**src/rtl/i2c_request_arbiter.sv**
```systemverilog
// i2c_request_arbiter: round-robin arbiter sharing one I2C master port among N_REQ requesters
module i2c_request_arbiter #(
    parameter int N_REQ          = 4,
    parameter int TIMEOUT_CYCLES = 4096,
    parameter int GAP_CYCLES     = 16
) (
    input  logic                 clk,
    input  logic                 reset,
    input  logic [N_REQ-1:0]     req_valid,
    input  logic [8*N_REQ-1:0]   req_addr,
    input  logic [N_REQ-1:0]     req_wren,
    input  logic [N_REQ-1:0]     req_rden,
    input  logic [8*N_REQ-1:0]   req_wdata,
    output logic [N_REQ-1:0]     req_ack,
    output logic [N_REQ-1:0]     rsp_valid,
    output logic [7:0]           rsp_rdata,
    output logic                 rsp_error,
    output logic                 rsp_timeout,
    output logic                 m_ce,
    output logic [7:0]           m_addr,
    output logic                 m_wren,
    output logic                 m_rden,
    output logic [7:0]           m_wdata,
    input  logic [7:0]           m_rdata,
    input  logic                 m_ready,
    input  logic                 m_error,
    output logic                 busy,
    output logic [2:0]           grant_id
);
    localparam int PW = $clog2(N_REQ);
    localparam int TW = $clog2(TIMEOUT_CYCLES + 1);
    localparam int GW = $clog2(GAP_CYCLES + 1);

    typedef enum logic [1:0] {IDLE, BUSY, GAP} state_t;

    state_t             state, state_n;
    logic [PW-1:0]      ptr, ptr_n, off, sel;
    logic [PW:0]        sum;
    logic [N_REQ-1:0]   rot;
    logic [TW-1:0]      tcnt, tcnt_n;
    logic [GW-1:0]      gcnt, gcnt_n;
    logic [7:0]         addr_sel, wdata_sel;
    logic               legal, timeout_hit;
    logic [N_REQ-1:0]   req_ack_n, rsp_valid_n;
    logic [7:0]         rsp_rdata_n, m_addr_n, m_wdata_n;
    logic               rsp_error_n, rsp_timeout_n, m_ce_n, m_wren_n, m_rden_n;
    logic [2:0]         grant_id_n;

    // rotate requests so the pointer sits at bit 0, take the lowest set bit, rotate back
    always_comb begin
        rot = N_REQ'({req_valid, req_valid} >> ptr);
        off = '0;
        for (int k = N_REQ - 1; k >= 0; k--)
            if (rot[k]) off = PW'(k);
        sum = {1'b0, ptr} + {1'b0, off};
        sel = PW'(sum >= (PW+1)'(N_REQ) ? sum - (PW+1)'(N_REQ) : sum);
        addr_sel = 8'(req_addr >> {sel, 3'b000});
        wdata_sel = 8'(req_wdata >> {sel, 3'b000});
        legal = req_wren[sel] ^ req_rden[sel];
        timeout_hit = tcnt == TW'(TIMEOUT_CYCLES - 1);
    end

    // next state and next registered outputs; responses default to quiet
    always_comb begin
        state_n = state;
        ptr_n = ptr;
        tcnt_n = tcnt;
        gcnt_n = gcnt;
        req_ack_n = '0;
        rsp_valid_n = '0;
        rsp_rdata_n = '0;
        rsp_error_n = 1'b0;
        rsp_timeout_n = 1'b0;
        m_ce_n = m_ce;
        m_addr_n = m_addr;
        m_wren_n = m_wren;
        m_rden_n = m_rden;
        m_wdata_n = m_wdata;
        grant_id_n = grant_id;
        case (state)
            IDLE: if (|req_valid) begin
                req_ack_n = N_REQ'(1) << sel;
                ptr_n = (sel == PW'(N_REQ - 1)) ? '0 : sel + PW'(1);
                if (legal) begin
                    state_n = BUSY;
                    tcnt_n = '0;
                    m_ce_n = 1'b1;
                    m_addr_n = addr_sel;
                    m_wren_n = req_wren[sel];
                    m_rden_n = req_rden[sel];
                    m_wdata_n = req_wren[sel] ? wdata_sel : 8'h00;
                    grant_id_n = 3'(sel);
                end else begin
                    rsp_valid_n = N_REQ'(1) << sel;
                    rsp_error_n = 1'b1;
                end
            end
            BUSY: begin
                tcnt_n = tcnt + TW'(1);
                if (m_error || m_ready || timeout_hit) begin
                    state_n = GAP;
                    gcnt_n = '0;
                    m_ce_n = 1'b0;
                    m_addr_n = '0;
                    m_wren_n = 1'b0;
                    m_rden_n = 1'b0;
                    m_wdata_n = '0;
                    rsp_valid_n = N_REQ'(1) << grant_id;
                    rsp_error_n = m_error || !m_ready;
                    rsp_timeout_n = !m_error && !m_ready;
                    rsp_rdata_n = (!m_error && m_ready && m_rden) ? m_rdata : 8'h00;
                end
            end
            GAP: begin
                if (gcnt == GW'(GAP_CYCLES - 2)) state_n = IDLE;
                else gcnt_n = gcnt + GW'(1);
            end
            default: state_n = IDLE;
        endcase
    end

    // state, counters and every output are registered; reset aborts silently
    always_ff @(posedge clk) begin
        if (reset) begin
            state <= IDLE;
            ptr <= '0;
            tcnt <= '0;
            gcnt <= '0;
            req_ack <= '0;
            rsp_valid <= '0;
            rsp_rdata <= '0;
            rsp_error <= 1'b0;
            rsp_timeout <= 1'b0;
            m_ce <= 1'b0;
            m_addr <= '0;
            m_wren <= 1'b0;
            m_rden <= 1'b0;
            m_wdata <= '0;
            busy <= 1'b0;
            grant_id <= '0;
        end else begin
            state <= state_n;
            ptr <= ptr_n;
            tcnt <= tcnt_n;
            gcnt <= gcnt_n;
            req_ack <= req_ack_n;
            rsp_valid <= rsp_valid_n;
            rsp_rdata <= rsp_rdata_n;
            rsp_error <= rsp_error_n;
            rsp_timeout <= rsp_timeout_n;
            m_ce <= m_ce_n;
            m_addr <= m_addr_n;
            m_wren <= m_wren_n;
            m_rden <= m_rden_n;
            m_wdata <= m_wdata_n;
            busy <= state_n != IDLE;
            grant_id <= grant_id_n;
        end
    end
endmodule

```
**config.mk**
```make
export PLATFORM = sky130hd
export DESIGN_NAME = i2c_request_arbiter
export DESIGN_NICKNAME = d
export VERILOG_FILES = /design/src/rtl/i2c_request_arbiter.sv
export SDC_FILE = /design/constraint.sdc
export NUM_CORES = 1
export LEC_CHECK = 0
export BUFFER_PORTS_ARGS = -buffer_cell sky130_fd_sc_hd__buf_4
export CELL_PAD_IN_SITES_DETAIL_PLACEMENT = 0
export CELL_PAD_IN_SITES_GLOBAL_PLACEMENT = 1
export CORE_MARGIN = 2
export CORE_UTILIZATION = 33
export CTS_CLUSTER_DIAMETER = 100
export CTS_CLUSTER_SIZE = 40
export DETAILED_ROUTE_END_ITERATION = 16
export GPL_ROUTABILITY_DRIVEN = 0
export GPL_TIMING_DRIVEN = 0
export PLACE_DENSITY = 0.8
export SYNTH_ARGS = -nofsm -noshare
export SYNTH_HDL_FRONTEND = slang
export SYNTH_SLANG_ARGS = --single-unit
```
**constraint.sdc**
```tcl
create_clock -name clk -period 3.2 [get_ports clk]
set_input_delay 0.48 -clock clk [delete_from_list [all_inputs] [get_ports clk]]
set_output_delay 0.48 -clock clk [all_outputs]
set_load 0.05 [all_outputs]
```
# Yosys cells after proc, flatten, opt, wreduce, memory -nomap -nowiden
# Cells that the tools add are included.
# word_totals
ff_bits,62
in_bits,88
out_inout_bits,41
word_cells,111
# op_classes
n_addsub,5
magnitude_cmp,2
eq_ne,9
shifts,5
muxes,47
bitwise_logic,6
reduce_logical,21
# ops
operator,n
$shr 32x5->8,2
$mux 8,6
$pmux 8 s2,2
$mux 13,2
$pmux 13 s2,1
$mux 2,10
$add 13x1->13 const B,1
$eq 13x12->1 const B,1
$mux 1,12
$mux 4,3
$mux 5,2
$pmux 5 s2,1
$reduce_and 3->1,3
$ne 2x2->1 const B,4
$pmux 1 s2,4
$pmux 4 s2,1
$reduce_or 4->1,2
$shl 1x2->4 const A,2
$shr 8x2->4,1
$pmux 2 s3,1
$reduce_bool 2->1,3
$reduce_or 3->1,2
$add 5x1->5 const B,1
$eq 5x4->1 const B,1
16 further kinds,27

# Depth between registers and ports, before layout
# Gate-level depths: netlist of run 1.
# logic_depth
ltp_word,15
ltp_mapped,14
mapped_depth_nobuf,12

# Worst setup path before layout of run 1
# OpenSTA, ideal clock, no wires.
# synth_path
path_kind,in2reg
from,in req_valid[2]
to,reg m_rden
setup_ns,0.116
arrival_time_ns,3.169
t_required_ns,3.084
setup_slack_ns,-0.085
path_stages,12
n_path_buf,3
path_cell_list,buf_4 or4_1 o211ai_1 ha_1 buf_2 inv_1 mux2i_2 nand3_1 mux2_2 nor3b_4 buf_6 a31o_2
# synth_via
elab_chain_cells,13
elab_cells_between_ends,21
cone_classes,2 x add/sub; 1 x order compare; 2 x eq/ne; 1 x shift; 12 x mux; 1 x bitwise; 2 x reduce/logical
# synth_lines
element,line,source
"start, declared",9,"input logic [N_REQ-1:0] req_valid,"
$shr 8x2->4 (*),51,"rot = N_REQ'({req_valid, req_valid} >> ptr);"
$mux 2 (3 in a row),54,if (rot[k]) off = PW'(k);
$mux 2 (*),54,
$add 2x2->3 (*),55,"sum = {1'b0, ptr} + {1'b0, off};"
$ge 3x3->1 or $sub 2x1->2 (tied branches),56,sel = PW'(sum >= (PW+1)'(N_REQ) ? sum - (PW+1)'(N_REQ) : sum);
$mux 2 (*),56,
via sel[0],37,"logic [PW-1:0] ptr, ptr_n, off, sel;"
$bmux 1 s2 (on tied branches),"59, 90",
$mux 1 (on tied branches),"59, 90",
$xor 1x1->1 or $mux 1 (tied branches),"59, 84",
$ne 2x2->1 (no source line) or $mux 1 (tied branches),-,
$reduce_and 4->1 (no source line) or $pmux 1 s2 (tied branches),-,
"end signal, assigned",154,m_rden <= m_rden_n;
"end, declared",22,"output logic m_rden,"
# The timed path passes the listed nets; every way through them passes the cells marked *. The select of a mux whose other input is x is not followed.
# A chain may end at the register's enable or synchronous reset.

# Final worst setup path of run 1
# layout_path
from,reg ptr[0]
to,reg m_rden
# layout_via
elab_chain_cells,13
elab_cells_between_ends,19
cone_classes,2 x add/sub; 1 x order compare; 1 x eq/ne; 1 x shift; 12 x mux; 1 x bitwise; 1 x reduce/logical
# layout_lines
element,line,source
"start, declared",37,
"start signal, assigned",143,ptr <= ptr_n;
$shr 8x2->4,51,
$mux 2 (4 in a row),54,
$add 2x2->3 (*),55,
$ge 3x3->1 or $sub 2x1->2 (tied branches),56,
$mux 2 (*),56,
via sel[0],37,
$bmux 1 s2 (on tied branches),"59, 90",
$mux 1 (on tied branches),"59, 90",
$xor 1x1->1 or $mux 1 (tied branches),"59, 84",
$ne 2x2->1 (no source line) or $mux 1 (tied branches),-,
$reduce_and 4->1 (no source line) or $pmux 1 s2 (tied branches),-,
# Marks and branches as above.

==> results of run 1 <==
## routing by layer
layer,part of all wire (%),vias up,wire length [um],global-route usage (%)
met2,49,72,4619,29.69
met4,1.9,0,174,6.571
li1,-,1535,-,-
met3,3.9,16,362,2.558
met5,0,-,0,0
met1,45,1482,4192,20.63
## layout by cell type (no fill, tap or decap), types with 9 or more instances in the layout
cell      instances
buf_4           130
dfxtp_1          61
nor2_1           35
nand2_1          23
a21oi_1          17
mux4_2           16
xor2_1           14
nand2b_1         13
nor3_1           13
clkbuf_8         12
and3_1           11
nand3_1           9
and2_1            9
a22oi_1           9
## power by group
group / switching, mW / internal, mW / total [mW] / leakage (nW)
registers: 0.101 / 0.965 / 1.07 / 0.504
logic: 1.99 / 1.43 / 3.41 / 1.46
clock network: 0.301 / 0.418 / 0.718 / 0.104
## worst register-to-register path, delay by kind of cell (launching register included)
| kind | cells | cell delay [ns] |
|---|---|---|
| buffers and inverters | 4 | 0.57 |
| flip-flops | 1 | 0.33 |
| multiplexers | 2 | 0.63 |
| AND/OR/NAND/NOR | 3 | 0.83 |
| AO/OA/AOI/OAI | 2 | 0.34 |
| adder cells (fa/ha/maj) | 1 | 0.29 |
## metrics by stage
stage                     area, um2  total power, mW  setup WS [ns]  hold WS, ns
after floorplan                3353            3.487        0.03423       0.4599
after global placement         4451            4.236        -0.3663       0.4439
after detailed placement       4451            4.278        -0.4156       0.4548
after CTS                      4705            5.108        0.01632       0.3026
after global routing           4756            5.529      -0.007492       0.3127
final                          4756            5.199         0.1102       0.3186
## how the worst min path moves through the flow
stage / start / endpoint / slack, ns / cells after the start
CTS: m_error / rsp_timeout / 0.30 / 2
detailed placement: m_addr[6] / m_addr[6] / 0.45 / 2
finish: m_error / rsp_timeout / 0.32 / 2
global route: m_error / rsp_timeout / 0.31 / 2
global placement: m_addr[2] / m_addr[2] / 0.44 / 2
floorplan: tcnt[1] / tcnt[1] / 0.46 / 2
## what timing repair did
| item | 4_1_cts | 5_1_grt |
|---|---|---|
| resized for setup | 8 | 9 |
| pin swaps | 1 | 1 |
| endpoints found under the setup margin | 36 | 34 |
| gates cloned | 0 | 2 |
| buffers inserted | 2 | 1 |
## sequential cells by signal, indices dropped and copies added, names as in the netlist
signal       flops
m_wren           1
m_ce             1
rsp_error        1
req_ack          4
m_wdata          8
tcnt            13
m_rden           1
ptr              2
busy             1
rsp_timeout      1
rsp_valid        4
grant_id         2
state            2
rsp_rdata        8
gcnt             5
m_addr           8
## logic make-up after synthesis
| logic type | after synthesis | share of synthesized area [%] |
|---|---|---|
| mux | 25 | 14.01 |
| simple gates | 135 | 21.27 |
| other cells | 1 | 0.1123 |
| fa+ha+maj | 8 | 2.996 |
| buf+inv | 33 | 5.168 |
| flops | 62 | 37.15 |
| compound gates | 61 | 13.82 |
| xor+xnor | 20 | 5.468 |
## layout make-up
cell class	instances	area [um2]
Buffer	23	152.6
Clock buffer	12	165.2
Clock inverter	3	42.54
Fill cell	962	5064
Inverter	10	42.54
Multi-Input combinational cell	251	1986
Sequential cell	62	1242
Tap cell	133	166.4
Timing Repair Buffer	128	958.4
==> results.py, run 1 <==
metrics = {
    "cts": {
        "cts_inserted_buffers": 9,
        "clk_path_buf_depth": 2,
        "clk_latency_ns": 0.33,
        "path_clk_slew_ns": 0.07,
        "hold_buffers": 0,
        "cts_sinks": 62,
        "h-tree-depth": 3,
        "cts_tree": "built",
        "cts_root_buf": "clkbuf_8",
    },
    "synthesis": {
        "syn_area_per_cell_um2": 9.683,
        "syn-cell-area_mm2": 0.003341,
        "yosysWarnings": 0,
        "yosys-top-cells-count": "dfxtp_1 (62), nor2_1 (35), nand2_1 (23)",
        "yosysTopAreaCellShare_pct": 37.15,
        "synth_top_area_cell": "dfxtp_1",
        "synth-main-ff-cell": "dfxtp_1",
        "synth_seq_area_share_pct": 37.15,
        "syn_inst": 345,
        "synth-edff-count": 0,
        "netlist_top_cells_area": "dfxtp_1 (37%), mux4_2 (11%), nor2_1 (3.9%)",
        "ys_ff_latch": 62,
        "synth_nets": 441,
        "synth_most_common_cell": "dfxtp_1",
        "async_reset_ff_share_pct": 0,
        "ys_types": 58,
    },
    "global_routing": {
        "grt-ovfl-total": 0,
        "antenna_found_initial": 0,
        "grt_pass1_vias": 3086,
        "gr-usage-all-layers_pct": 16.85,
        "grt_max_degree": 12,
        "grt_pass1_wl_mm": 14.99,
    },
    "worst_setup_path": {
        "start_kind": "flop",
        "crit_family": "simple AND/OR/NAND/NOR gates",
        "worstPathCellList": "buf_6 > or4_1 > o211ai_1 > ha_1 > buf_6 > inv_6 > mux2i_4 > nand3_1 > mux2_4 > nor3b_4 > buf_6 > a31o_2",
        "slowest_delay_ns": 0.51,
        "r2r_setup_slack_ns": 0.11,
        "path_class": "reg -> reg",
        "cp_num_cells": 12,
        "r2r_start": "ptr[0]",
        "cp.required_ns": 3.43,
        "r2r_cells": 12,
        "end_kind": "flop",
        "path_buf_inv": 4,
        "startpoint": "ptr[0]",
        "cp.arrival_ns": 3.32,
        "r2r_end": "m_rden",
        "setup.worst_path.end": "m_rden",
        "path_common_cell": "buf_6",
        "crit_slowest_cell": "or4_1",
        "path_max_fanout": 10,
    },
    "drt": {
        "dr.pass1.iters": 4,
        "routedWlPerCell_um": 15.03,
        "postRouteWirelength_mm": 9.348,
        "drtAntennaViolNets": 0,
        "viasPerCell": 4.992,
        "via_count": 3105,
        "drtIter0Drc": 136,
        "drcViolationCount": 0,
    },
    "timing": {
        "timing.final.crit_share_pct": 96.56,
        "finalHoldViolations": 0,
        "tns_ns": 0,
        "setup_viol": 0,
        "post-route-min-period_ns": 3.090,
        "tightest_slew_ns": 1.044,
        "slew_headroom_pct": 29.40,
        "timing.final.max_slew_violations": 0,
        "fin_skew_ns": 0.005016,
        "max_freq_ghz": 0.3236,
    },
    "floorplan": {
        "die_y_um": 104.6,
        "rows": 36,
        "io_pins": 129,
        "die_x_um": 104.6,
        "coreArea_mm2": 0.009819,
        "initial_core_util_pct": 34.02,
        "die-area_mm2": 0.01094,
    },
    "placement": {
        "numPlacedInstances": 602,
        "place.port_buffers": 124,
        "dp_hpwl_mm": 7.082,
    },
    "power": {
        "peakVddDrop_mv": 0.4524,
        "cellPowerDensity_mw_per_mm2": 1093,
        "p_leak_nw": 2.071,
    },
    "job": {
        "cap_violations": 0,
    },
    "cells_and_area": {
        "utilization_pct": 48.43,
        "nets": 581,
        "syn2layout_area_growth_pct": 42.36,
        "n_antenna_cell": 0,
        "layout-drive-gt1-share_pct": 39.88,
        "layout.cells.non_filler": 622,
    },
    "min_path": {
        "hold_path_class": "in -> reg",
    },
    "status": {
        "outcome": "finished clean",
    },
}
Note: power is estimated with default switching activity, not from simulation.
==> run 2: changes to the inputs <==
==> config.mk (replaced) <==
export PLATFORM = sky130hd
export DESIGN_NAME = i2c_request_arbiter
export DESIGN_NICKNAME = d
export VERILOG_FILES = /design/src/rtl/i2c_request_arbiter.sv
export SDC_FILE = /design/constraint.sdc
export NUM_CORES = 1
export LEC_CHECK = 0
export BUFFER_PORTS_ARGS = -buffer_cell sky130_fd_sc_hd__buf_4
export CORE_MARGIN = 2
export CORE_UTILIZATION = 35
export CTS_BUF_LIST = sky130_fd_sc_hd__clkbuf_4 sky130_fd_sc_hd__clkbuf_8
export CTS_CLUSTER_DIAMETER = 100
export CTS_CLUSTER_SIZE = 40
export DETAILED_ROUTE_END_ITERATION = 16
export GPL_ROUTABILITY_DRIVEN = 0
export GPL_TIMING_DRIVEN = 0
export PLACE_DENSITY = 0.66
export SYNTH_ARGS = -nofsm -noshare
export SYNTH_HDL_FRONTEND = slang
export SYNTH_SLANG_ARGS = --single-unit
==> run 2 against run 1 <==
  * Clock power barely moved
  * Hold slack improved by 0.0043 ns
  * Non-clock buffer count rose by 5
  * Clock skew rose by 0.0014 ns
  * Critical path depth did not move
  * Cell count rose by 0.16%
  * Utilization rose by 3.7 points
  * Highest routed layer unchanged
  * Combinational power rose by 4%
  * Register-to-register slack barely moved
  * Largest cell class unchanged
  * Fmax barely moved
  * Sequential cell count did not move
==> results.py, run 2 (synthesis results as in run 1) <==
metrics = {
    "timing": {
        "holdWs_ns": 0.3230,
        "tightest_slew_ns": 0.9967,
        "post-route-min-period_ns": 3.092,
        "setup_viol": 0,
        "setup_ws_ns": 0.1078,
        "finalHoldViolations": 0,
        "slew_headroom_pct": 32.61,
        "timing.final.crit_share_pct": 96.63,
        "rsz0062_at_grt": "no",
        "fin_skew_ns": 0.006434,
        "max_freq_ghz": 0.3234,
        "timing.final.max_slew_violations": 0,
        "tns_ns": 0,
    },
    "drt": {
        "drtAntennaViolNets": 0,
        "wl_met2_mm": 4.608,
        "dr.pass1.iters": 4,
        "drtIter0Drc": 129,
        "postRouteWirelength_mm": 9.112,
        "routedWlPerCell_um": 14.63,
        "viasPerCell": 5.072,
        "wl_met3_um": 467,
        "dr.max_layer_used": "met4",
        "via_count": 3160,
        "drcViolationCount": 0,
        "m1WireLength_mm": 3.913,
    },
    "floorplan": {
        "die_x_um": 101.7,
        "rows": 35,
        "die_y_um": 101.7,
        "initial_core_util_pct": 36.15,
        "coreArea_mm2": 0.009240,
        "die-area_mm2": 0.01034,
        "io_pins": 129,
    },
    "cts": {
        "clk_path_buf_depth": 2,
        "path_clk_slew_ns": 0.07,
        "clk_latency_ns": 0.33,
        "cts_inserted_buffers": 9,
        "cts_tree": "built",
        "cts_sinks": 62,
        "cts_root_buf": "clkbuf_8",
        "h-tree-depth": 3,
    },
    "placement": {
        "numPlacedInstances": 598,
        "placed_cell_area_mm2": 0.004446,
        "place.port_buffers": 124,
        "post-place-ws_ns": -0.4400,
        "dp_hpwl_mm": 6.818,
    },
    "worst_setup_path": {
        "path_buf_inv": 4,
        "cp.arrival_ns": 3.32,
        "crit_slowest_cell": "or4_1",
        "r2r_setup_slack_ns": 0.11,
        "worstPathCellList": "buf_4 > or4_1 > o211ai_1 > ha_1 > buf_6 > inv_6 > mux2i_4 > nand3_1 > mux2_4 > nor3b_4 > buf_6 > a31o_2",
        "end_kind": "flop",
        "slowest_delay_ns": 0.52,
        "r2r_cells": 12,
        "path_common_cell": "buf_6",
        "start_kind": "flop",
        "path_max_fanout": 10,
        "cp_num_cells": 12,
        "path_class": "reg -> reg",
        "cp.required_ns": 3.42,
        "crit_family": "simple AND/OR/NAND/NOR gates",
    },
    "cells_and_area": {
        "layout.cells.non_filler": 623,
        "utilization_pct": 52.13,
        "largest_reg_flops": 13,
        "n_antenna_cell": 0,
        "fill_cells": 858,
        "syn2layout_area_growth_pct": 44.19,
        "nets": 586,
        "design_area_mm2": 0.004817,
        "final_cell_mix": "buf_4 (135), dfxtp_1 (62), nor2_1 (35)",
        "regMostFlops": "tcnt",
        "layout-drive-gt1-share_pct": 40.89,
        "final_common_cell": "buf_4",
    },
    "power": {
        "internal_power_mw": 2.902,
        "clock_power_share_pct": 13.5,
        "cellPowerDensity_mw_per_mm2": 1104,
        "p_sw_mw": 2.414,
        "switching_share_pct": 45.42,
        "peakVddDrop_mv": 0.4239,
        "sequentialPowerShare_pct": 19.9,
        "comb_power_share_pct": 66.6,
        "p_leak_nw": 2.093,
        "power.total_mw": 5.316,
    },
    "global_routing": {
        "grt-ovfl-total": 0,
        "antenna_found_initial": 0,
        "grt_pass1_vias": 3001,
        "grt_max_degree": 12,
        "grt_pass1_wl_mm": 14.26,
        "gr-usage-all-layers_pct": 17.34,
    },
    "min_path": {
        "min_delay_path_depth": 2,
        "hold_path_class": "in -> reg",
    },
    "status": {
        "outcome": "finished clean",
    },
    "job": {
        "cap_violations": 0,
    },
}
run 2: cell types whose count changed in the layout (fill, tap and decap cells not counted), sizes merged:
cell	before	now
buf	141	147
clkbuf	22	21
run 2: worst paths after layout:
kind,start,endpoint
max reg2reg,ptr[0],m_rden
max,ptr[0],m_rden
min reg2reg,m_addr[1],m_addr[1]
min,m_error,rsp_timeout
run 2: power groups by stage:
stage	registers (mW)	logic (mW)	clock network, mW
detailed placement	1.07	3.20	0
global route	1.08	3.79	0.772
finish	1.06	3.54	0.717
CTS	1.06	3.32	0.736
floorplan	1.59	1.90	0
global placement	1.07	3.16	0
run 2: layout make-up:
type / count / area, um2 / area share [%]
Multi-Input combinational cell: 251 / 2009 / 41.71
Sequential cell: 62 / 1241 / 25.77
Timing Repair Buffer: 133 / 993.5 / 20.62
Clock buffer: 12 / 165.2 / 3.429
Buffer: 23 / 161.4 / 3.351
Tap cell: 129 / 161.4 / 3.351
Clock inverter: 3 / 42.54 / 0.8831
Inverter: 10 / 42.54 / 0.8831
run 2: routing by layer:
| metal | vias to the layer above | global-route usage [%] |
|---|---|---|
| met3 | 10 | 3.244 |
| met1 | 1524 | 22.44 |
| met5 | - | 0 |
| li1 | 1548 | - |
| met2 | 78 | 29.25 |
| met4 | 0 | 5.405 |
run 2: timing repair:
action                                  in CTS  in global routing
buffers inserted                             3                  4
gates cloned                                 0                  3
endpoints found under the setup margin      36                 28
endpoints found under the hold margin        0                  0
pin swaps                                    1                  4
hold buffers                                 0                  0
gates resized for setup                      9                 17
run 2: worst reg2reg max path, cell delays in order, from the launching register on:
cell and delay [ns]:
dfxtp_1 0.33, buf_4 0.17, or4_1 0.52, o211ai_1 0.11
ha_1 0.30, buf_6 0.15, inv_6 0.09, mux2i_4 0.30
nand3_1 0.11, mux2_4 0.31, nor3b_4 0.19, buf_6 0.17
a31o_2 0.23
==> run 3: changes to the inputs <==
--- a/config.mk
+++ b/config.mk
@@ -5,7 +5,7 @@
 export SDC_FILE = /design/constraint.sdc
 export NUM_CORES = 1
 export LEC_CHECK = 0
-export BUFFER_PORTS_ARGS = -buffer_cell sky130_fd_sc_hd__buf_4
+export BUFFER_PORTS_ARGS = -buffer_cell sky130_fd_sc_hd__buf_2
 export CORE_MARGIN = 2
 export CORE_UTILIZATION = 35
 export CTS_BUF_LIST = sky130_fd_sc_hd__clkbuf_4 sky130_fd_sc_hd__clkbuf_8
==> run 3 against run 2 <==
  * Hold slack got worse by 0.0020 ns
  * Combinational power hardly changed
  * Clock-buffer cell count down 3
  * Via count is 1.1% lower
  * Critical path type unchanged
  * Power up 0.37%
  * Global-route usage up 0.070 points
  * Utilization shrank 3.0 points
  * Non-clock buffer count fell by 2
==> results.py, run 3 (synthesis results as in run 1) <==
metrics = {
    "worst_setup_path": {
        "cp.required_ns": 3.42,
        "start_kind": "flop",
        "crit_slowest_cell": "or4_1",
        "path_common_cell": "buf_6",
        "slowest_delay_ns": 0.51,
        "worstPathCellList": "buf_6 > or4_1 > o211ai_1 > ha_1 > buf_6 > inv_8 > mux2i_4 > nand3_2 > mux2_4 > nor3b_4 > buf_12 > a22oi_1 > nor2_1",
        "path_max_fanout": 10,
        "path_class": "reg -> reg",
        "crit_family": "simple AND/OR/NAND/NOR gates",
        "cp_num_cells": 13,
        "end_kind": "flop",
        "cp.arrival_ns": 3.29,
        "r2r_cells": 13,
        "path_buf_inv": 4,
    },
    "global_routing": {
        "gr-usage-all-layers_pct": 17.41,
        "grt_pass1_wl_mm": 14.23,
        "grt-ovfl-total": 0,
        "antenna_found_initial": 0,
        "grt_pass1_vias": 3086,
        "grt_max_degree": 13,
    },
    "floorplan": {
        "io_pins": 129,
        "coreArea_mm2": 0.009240,
        "initial_core_util_pct": 36.15,
        "rows": 35,
        "die_x_um": 101.7,
        "die-area_mm2": 0.01034,
        "die_y_um": 101.7,
    },
    "drt": {
        "drtAntennaViolNets": 0,
        "drcViolationCount": 0,
        "postRouteWirelength_mm": 9.004,
        "drtIter0Drc": 164,
        "viasPerCell": 5.024,
        "routedWlPerCell_um": 14.48,
        "dr.pass1.iters": 5,
        "via_count": 3125,
    },
    "power": {
        "p_sw_mw": 2.495,
        "p_leak_nw": 2.021,
        "switching_share_pct": 46.75,
        "cellPowerDensity_mw_per_mm2": 1176,
        "comb_power_share_pct": 65.7,
        "sequentialPowerShare_pct": 19.8,
        "clock_power_share_pct": 14.5,
        "internal_power_mw": 2.841,
        "peakVddDrop_mv": 0.4767,
    },
    "cells_and_area": {
        "layout-drive-gt1-share_pct": 41.58,
        "fill_cells": 856,
        "design_area_mm2": 0.004539,
        "n_antenna_cell": 0,
        "final_common_cell": "buf_2",
        "regMostFlops": "tcnt",
        "syn2layout_area_growth_pct": 35.88,
        "final_cell_mix": "buf_2 (129), dfxtp_1 (62), nor2_1 (35)",
        "nets": 584,
        "largest_reg_flops": 13,
    },
    "job": {
        "cap_violations": 0,
    },
    "cts": {
        "cts_tree": "built",
        "cts_inserted_buffers": 9,
        "h-tree-depth": 3,
        "clk_path_buf_depth": 2,
        "cts_root_buf": "clkbuf_8",
        "path_clk_slew_ns": 0.07,
        "cts_sinks": 62,
        "hold_buffers": 0,
        "clk_latency_ns": 0.35,
    },
    "timing": {
        "tns_ns": 0,
        "tightest_slew_ns": 0.9979,
        "max_freq_ghz": 0.3255,
        "timing.final.max_slew_violations": 0,
        "setup_viol": 0,
        "slew_headroom_pct": 32.54,
        "timing.final.crit_share_pct": 96.00,
        "post-route-min-period_ns": 3.072,
        "finalHoldViolations": 0,
        "fin_skew_ns": 0.008500,
    },
    "placement": {
        "place.port_buffers": 124,
        "placed_cell_area_mm2": 0.004135,
        "dp_hpwl_mm": 6.650,
    },
    "min_path": {
        "min_delay_path_depth": 2,
        "hold_path_class": "in -> reg",
    },
    "status": {
        "outcome": "finished clean",
    },
}
[run 3: stage by stage]
step	worst slack [ns]	hold slack (ns)	util [%]	std cells	total power, mW
after floorplan	0.03423	0.4599	-	345	3.487
after global placement	-0.3575	0.4394	44.75	598	4.076
after detailed placement	-0.4095	0.4461	44.75	598	4.153
after CTS	0.01616	0.3128	47.80	617	5.053
after global routing	-0.01990	0.3179	49.13	622	5.658
final	0.1280	0.3209	49.13	622	5.336
[run 3: power by group through the flow]
| stage | registers (mW) | logic [mW] | clock network, mW |
|---|---|---|---|
| after floorplan | 1.59 | 1.90 | 0 |
| after global routing | 1.08 | 3.77 | 0.814 |
| after detailed placement | 1.07 | 3.08 | 0 |
| final | 1.06 | 3.51 | 0.774 |
| after global placement | 1.06 | 3.01 | 0 |
| after CTS | 1.05 | 3.22 | 0.785 |
[run 3: cell type report]
cell class / instances / area (um2) / area share, %
sequential: 62 / 1241 / 27.34
buffer: 23 / 158.9 / 3.501
multi-input combinational: 251 / 2028 / 44.68
tap: 129 / 161.4 / 3.556
clock inverter: 7 / 97.59 / 2.150
timing repair buffer: 131 / 683.2 / 15.05
clock buffer: 9 / 123.9 / 2.729
inverter: 10 / 45.04 / 0.9923
[run 3: final timing paths]
path	from	endpoint	slack [ns]
min	m_error	rsp_timeout	0.32
max reg2reg	ptr[0]	m_wdata[3]	0.13
min reg2reg	m_addr[1]	m_addr[1]	0.45
max	ptr[0]	m_wdata[3]	0.13
[run 3: worst register-to-register path, delay by kind of cell (launching register included)]
family                     cells  cell delay [ns]
buffers and inverters          4             0.55
and+or+nand+nor                4             0.86
DFF                            1             0.34
adders and majority gates      1             0.29
AOI/OAI and AO/OA              2             0.30
muxes                          2             0.60
[run 3: metal layers]
| layer | vias to the layer above | part of all wire, % | wire length (um) | GRT usage (%) |
|---|---|---|---|---|
| met5 | - | 0 | 0 | 0 |
| met4 | 0 | 1.9 | 174 | 8.316 |
| met3 | 15 | 4.6 | 412 | 2.415 |
| met2 | 74 | 49 | 4422 | 29.35 |
| met1 | 1500 | 44 | 3995 | 21.89 |
| li1 | 1536 | - | - | - |
[run 3: repair_timing]
| item | CTS | global route |
|---|---|---|
| gates resized for setup | 9 | 26 |
| pin swaps | 1 | 1 |
| cloned | 0 | 2 |
| setup buffers | 3 | 3 |
| endpoints found under the setup margin | 36 | 34 |
